===== src/rtl/t_pkg.sv =====
// Ternary word helpers shared by the selector pipeline.
// Trit codes (MSB,LSB): 01=-1, 11=0, 10=+1, 00=illegal.
package t_pkg;

  localparam logic [1:0] T_NEG  = 2'b01;
  localparam logic [1:0] T_ZERO = 2'b11;
  localparam logic [1:0] T_POS  = 2'b10;
  localparam logic [1:0] T_ILL  = 2'b00;

  localparam int TRITS_DEF = 4;

  function automatic logic trit_legal(
    input logic [1:0] t
  );
    return t != T_ILL;
  endfunction

endpackage


===== src/rtl/t_word_sanitise.sv =====
// Combinational sanitiser: every illegal trit becomes zero.
// Ports: word in; clean word out; ill = any trit was illegal.
module t_word_sanitise
  import t_pkg::*;
#(
  parameter int TRITS = TRITS_DEF
) (
  input  logic [2*TRITS-1:0] word,
  output logic [2*TRITS-1:0] clean,
  output logic               ill
);

  always_comb begin
    clean = word;
    ill   = 1'b0;
    for (int k = 0; k < TRITS; k++) begin
      if (!trit_legal(word[2*k +: 2])) begin
        clean[2*k +: 2] = T_ZERO;
        ill             = 1'b1;
      end
    end
  end

endmodule


===== src/rtl/t_select_pipe.sv =====
// Registered N:1 ternary word selector, fixed or round-robin.
// Ports: clk/rst, mode/sel, in_* per channel, out_*, err/err_clr.
module t_select_pipe
  import t_pkg::*;
#(
  parameter  int TRITS = TRITS_DEF,
  parameter  int NCH   = 2,
  localparam int SELW  = $clog2(NCH),
  localparam int W     = 2*TRITS
) (
  input  logic             clk,
  input  logic             rst,
  input  logic             mode,
  input  logic [SELW-1:0]  sel,
  input  logic [NCH*W-1:0] in_data,
  input  logic [NCH-1:0]   in_valid,
  output logic [NCH-1:0]   in_ready,
  output logic [W-1:0]     out_data,
  output logic             out_valid,
  input  logic             out_ready,
  output logic [SELW-1:0]  out_chan,
  output logic             err,
  input  logic             err_clr
);

  logic [SELW-1:0] rr_ptr;
  logic [SELW-1:0] gidx;
  logic [SELW-1:0] rr_next;
  logic [NCH-1:0]  grant;
  logic [W-1:0]    word;
  logic [W-1:0]    clean;
  logic            ill;
  logic            space;
  logic            xfer;
  int              idx;

  // RR scans downward in offset so the lowest offset
  // from rr_ptr is the one that sticks.
  always_comb begin
    grant = '0;
    gidx  = '0;
    idx   = 0;
    if (!mode) begin
      if (int'(sel) < NCH) begin
        grant[sel] = 1'b1;
        gidx       = sel;
      end
    end else begin
      for (int k = NCH-1; k >= 0; k--) begin
        idx = int'(rr_ptr) + k;
        if (idx >= NCH) idx = idx - NCH;
        if (in_valid[idx]) begin
          grant      = '0;
          grant[idx] = 1'b1;
          gidx       = SELW'(idx);
        end
      end
    end
  end

  assign space    = !out_valid || out_ready;
  assign in_ready = space ? grant : '0;
  assign xfer     = |(in_valid & in_ready);
  assign word     = in_data[int'(gidx)*W +: W];
  assign rr_next  = (int'(gidx) == NCH-1) ?
                    '0 : gidx + 1'b1;

  t_word_sanitise #(
    .TRITS (TRITS)
  ) u_san (
    .word  (word),
    .clean (clean),
    .ill   (ill)
  );

  always_ff @(posedge clk or posedge rst) begin
    if (rst) begin
      out_valid <= 1'b0;
      out_data  <= {TRITS{T_ZERO}};
      out_chan  <= '0;
      err       <= 1'b0;
      rr_ptr    <= '0;
    end else begin
      if (xfer) begin
        out_valid <= 1'b1;
        out_data  <= clean;
        out_chan  <= gidx;
      end else if (out_ready) begin
        out_valid <= 1'b0;
      end
      if (xfer && mode) rr_ptr <= rr_next;
      // a new illegal word beats a clear
      if (xfer && ill) err <= 1'b1;
      else if (err_clr) err <= 1'b0;
    end
  end

endmodule


===== config.mk =====
export PLATFORM = sky130hd
export DESIGN_NAME = t_select_pipe
export DESIGN_NICKNAME = d
export VERILOG_FILES = /design/src/rtl/t_pkg.sv /design/src/rtl/t_word_sanitise.sv /design/src/rtl/t_select_pipe.sv
export SDC_FILE = /design/constraint.sdc
export NUM_CORES = 1
export LEC_CHECK = 0
export CAP_MARGIN = 20
export CORE_UTILIZATION = 42
export CTS_CLUSTER_DIAMETER = 120
export DETAILED_ROUTE_END_ITERATION = 10
export PLACE_DENSITY = 0.85
export SLEW_MARGIN = 10
export SYNTH_ARGS = -nofsm -noshare
export SYNTH_HDL_FRONTEND = slang
export SYNTH_SLANG_ARGS = --single-unit
export TNS_END_PERCENT = 20

===== constraint.sdc =====
create_clock -name clk -period 2.46 [get_ports clk]
set_clock_uncertainty 0.1 [all_clocks]
set_input_delay 0.369 -clock clk [delete_from_list [all_inputs] [get_ports clk]]
set_output_delay 0.369 -clock clk [all_outputs]
set_load 0.02 [all_outputs]

; After elaboration in Yosys (flattened, before gate mapping)
; Cells that the tools add are included.
[totals]
regBits = 12
elab_cells = 69
output_inout_bits = 13
[op_classes]
n_mux = 36
reduce_logical = 14
n_bitwise = 1
order_cmp = 8
add_sub_neg = 4
n_shift = 1
[ops]
columns = operator, n
row1 = $mux W32, 4
row2 = $ge A32 B1 Y1 const B, 2
row3 = $lt A32 B3 Y1 const B, 2
row4 = $mux W1, 21
row5 = $mux W2, 8
row6 = $shiftx A16 B5 Y8, 1
row7 = $reduce_bool A2 Y1, 6
row8 = $logic_and A1 B1 Y1, 5
row9 = $demux W1 S1, 3
row10 = $sub A1 B2 Y3 const B, 1
row11 = $sub A2 B2 Y3 const B, 1
row12 = $add A1 B1 Y2 const B, 1
row13 = $and A2 B2 Y2, 1
row14 = $ge A1 B2 Y1 const B, 1
row15 = $ge A2 B2 Y1 const B, 1
row16 = $lt A1 B2 Y1 const B, 1
row17 = $reduce_or A2 Y1, 1
row18 = $add A1 B1 Y1 const B, 1
row19 = $ge A1 B1 Y1 const B, 1
row20 = $logic_not A1 Y1, 1
row21 = $logic_or A1 B1 Y1, 1

; Depth between registers and ports, before layout
[logic_depth]
word_depth = 18
ltp_mapped = 6
ltp_nobuf = 4

; Modules after synthesis
; From an unflattened synthesis, not the netlist that was laid out.
[unflattened]
hier_cells = 60
area_unflattened_um2 = 718.2
[by_module_without_submodules]
columns = module, seq_area_each_um2, n_inst, area_per_inst_um2, cells_each
row1 = t_select_pipe, 310.3, 1, 644.4, 50
row2 = t_word_sanitise, 0.0, 1, 73.8, 10

; Least setup slack after synthesis
; Ideal clock, no wire load.
[synth_timing]
path_kind = reg-to-output
startpoint = register out_valid
endpoint = output port in_ready[0]
n_path_buf = 0
required_ns = 1.991
slack_ns = 0.819
t_arrival_ns = 1.172
stages_incl_launch_ff = 3
cell_sequence = dfrtp_1 nor2b_1 a211oi_1
[synth_between]
elab_chain_len = 3
[synth_rtl]
columns = item, line_no
row1 = "start, declared", t_select_pipe.sv:19  ; output logic out_valid,
row2 = "start signal, assigned", t_select_pipe.sv:78  ; out_valid <= 1'b0;
row3 = "start signal, assigned", t_select_pipe.sv:85  ; out_valid <= 1'b1;
row4 = "start signal, assigned", t_select_pipe.sv:89  ; out_valid <= 1'b0;
row5 = $logic_not A1 Y1, t_select_pipe.sv:61  ; assign space = !out_valid || out_ready;
row6 = $logic_or A1 B1 Y1, t_select_pipe.sv:61
row7 = $mux W2, t_select_pipe.sv:62  ; assign in_ready = space ? grant : '0;
row8 = "end, declared", t_select_pipe.sv:17  ; output logic [NCH-1:0] in_ready,
; Every way passes these cells.

; Worst setup path in the final report
[layout_timing]
startpoint = input port sel
endpoint = output port in_ready[1]
[layout_between]
elab_chain_len = 6
[layout_rtl]
columns = item, line_no
row1 = "start, declared", t_select_pipe.sv:14  ; input logic [SELW-1:0] sel,
row2 = $lt A1 B2 Y1 (implied by the code) / $ge A1 B1 Y1 (equally long branches), t_select_pipe.sv:45  ; grant[sel] = 1'b1;
row3 = $logic_and A1 B1 Y1 (implied by the code), t_select_pipe.sv:45
row4 = $mux W1 (implied by the code), t_select_pipe.sv:45
row5 = $demux W1 S1 *, t_select_pipe.sv:45
row6 = $mux W2 *, t_select_pipe.sv:43  ; if (!mode) begin
row7 = $mux W2 *, t_select_pipe.sv:62
; Mark *: on every way between the ends. The rest lies on a longest branch, timed or not.

==> metrics <==
Finished Cell Area 1190 um2; Netlist Area Pre-Place 771 um2; CTS resizes 1; Reg clk slew, reported paths 80 ps; crit share post-route 0.875; pwr dens 599 nW/um2; FMAX about 460 MHz; DR vias/cell 5.26; GRT Total Usage 0.203; drt pass-1 iters 4; area of the multi-input gates a little over 400 um2; DP Wirelength 1.48 mm; Ports 37; Post-CTS Setup Inserts 0; Area growth syn-to-layout 55.0%; VDD IR max 0.375 mV; Seq. cell area roughly 310 um2; largest net degree at the start of global routing 13; global-route wire length before repair 2.91 mm; Nets 140; worst skew pair latency 270 ps; Placement Rows 15; sequential area share after synthesis 0.403; Hold Crit Class primary input to asynchronous set/reset pin; Post-Route WL 1.90 mm; Max-Cap Viols 0; Synthesis Warnings 0; synthesis-stage register bit count 12; outcome finished, final reports clean; Yosys cell types 25; Synth Net Count 97; clk sinks 12; initial antenna violation count 0; RSZ-0062 raised after global routing no; Worst-Margin Slew 444 ps; final worst path period need between 2000 and 2500 ps; CP Data Arrival Time 1680 ps; vias in the first global route 660; die area 2010 um2; Core ar. 1730 um2; Clock Path Buffers 2; FILL cells 142; DR vias 737; Area contributors post-synth dfstp_2, nor3b_1, dfrtp_1, o31ai_1, nand2_1; Post-DP Area 1160 um2; critical path data required time 1990 ps; CP Capture Type primary output; 1st-iter DRT viols 23; remaining antenna violation count after routing 0; setup TNS 0 ps; ant diodes 0; top-area cell type share of the netlist area 0.273; routability cong. 0.857; Fin. Hold Viols 0; Mapped Cells 73; Worst slew margin 0.703; final hold slack 301 ps; Starting Density 0.446; final setup fails 0; dominant cell type by area after synthesis dfstp_2; grt ovf 0; TritonCTS clock tree built; mean post-synth cell area around 11 um2; Die X 44.8 um; fin util 0.692; die height 44.8 um; CP Class primary input to primary output; crit start category primary input; leak pwr 0.470 nW; CP max FO 3; Post-CTS Hold Fix Bufs 0; Root Buffer clkbuf_4; drt wl/cell 13.6 um; I/O Buffers 36; drc violations 0; H-tree depth 1; Num CTS Buffers 3; layout cells sized above 1 0.200; Pins Over Slew Limit 0
## stage by stage
stage	cells	worst slack [ps]	total power, mW
6_report	140	307	0.716
5_1_grt	140	282	0.755
4_1_cts	140	73.8	0.723
3_5_place_dp	136	-33.3	0.595
3_3_place_gp	136	55.9	0.589
2_1_floorplan	73	819	0.451
## cells in the mapped netlist, drive strengths merged
cell,instances
a211oi,1
a22o,1
a31o,1
a31oi,2
a41oi,1
buf,4
dfrtp,4
dfstp,8
inv,2
mux2,1
nand2,11
nand2b,2
nor2,1
nor2b,2
nor3,2
nor3b,16
o221ai,1
o22ai,4
o31ai,8
o32ai,1
## state kept, by name, summed over array words and instances (netlist names)
name	flops
out_chan	1
out_data	8
err	1
out_valid	1
rr_ptr	1
## final timing paths
check | start | endpoint | slack (ps) | depth (start not counted)
max | sel | in_ready[1] | 310 | 5
min | rst | out_chan$_DFFE_PP0P_ | 300 | 2
max reg2reg | rr_ptr$_DFFE_PP0P_ | err$_DFFE_PP0P_ | 920 | 4
min reg2reg | out_data[7]$_DFFE_PP1P_ | out_data[7]$_DFFE_PP1P_ | 370 | 2
min in group clk | out_data[7]$_DFFE_PP1P_ | out_data[7]$_DFFE_PP1P_ | 370 | 2
max in group asynchronous | rst | out_data[4]$_DFFE_PP1P_ | 1610 | 2
## layout make-up
type | count | area share
clock buffers | 4 | 0.0220
inverters | 2 | 0.00628
multi-input cells | 55 | 0.343
flip-flops and latches | 12 | 0.260
well taps | 25 | 0.0262
repair buffers | 42 | 0.342
## worst max-delay path, stage by stage
cell and delay, ps:
clkdlybuf4s50_1 510, nor2b_4 210, a31oi_4 40, nor2_1 180, dlygate4sd2_1 370
## power by group
part	switching [mW]	leakage (nW)	internal (mW)
logic	0.148	0.323	0.159
clock network	0.0642	0.0150	0.0627
registers	0.0227	0.131	0.259
## cells by family after synthesis
family                 synth area share
buffers and inverters            0.0649
AND/OR/NAND/NOR                   0.276
AO/OA/AOI/OAI                     0.237
flip-flops                        0.403
multiplexers                     0.0195
## metal layers
layer	GRT usage	wire length [um]	vias up	part of all wire
met4	0.0909	18	0	0.0095
met3	0.0320	78	2	0.041
met2	0.315	917	21	0.48
met1	0.279	887	348	0.47
met5	0	0	-	0
li1	-	-	366	-
## placed cells by master (no fill, tap or decap), types with 2 or more instances in the layout
master and n:
buf_4 6, clkbuf_4 3, clkdlybuf4s50_1 33, dfrtp_1 4, dfstp_2 8, dlymetal6s2s_1 2, inv_1 2, nand2_1 11
nand2b_1 2, nor3b_1 16, o22ai_1 4, o31ai_1 8
Power figures use the tool's default switching activity.
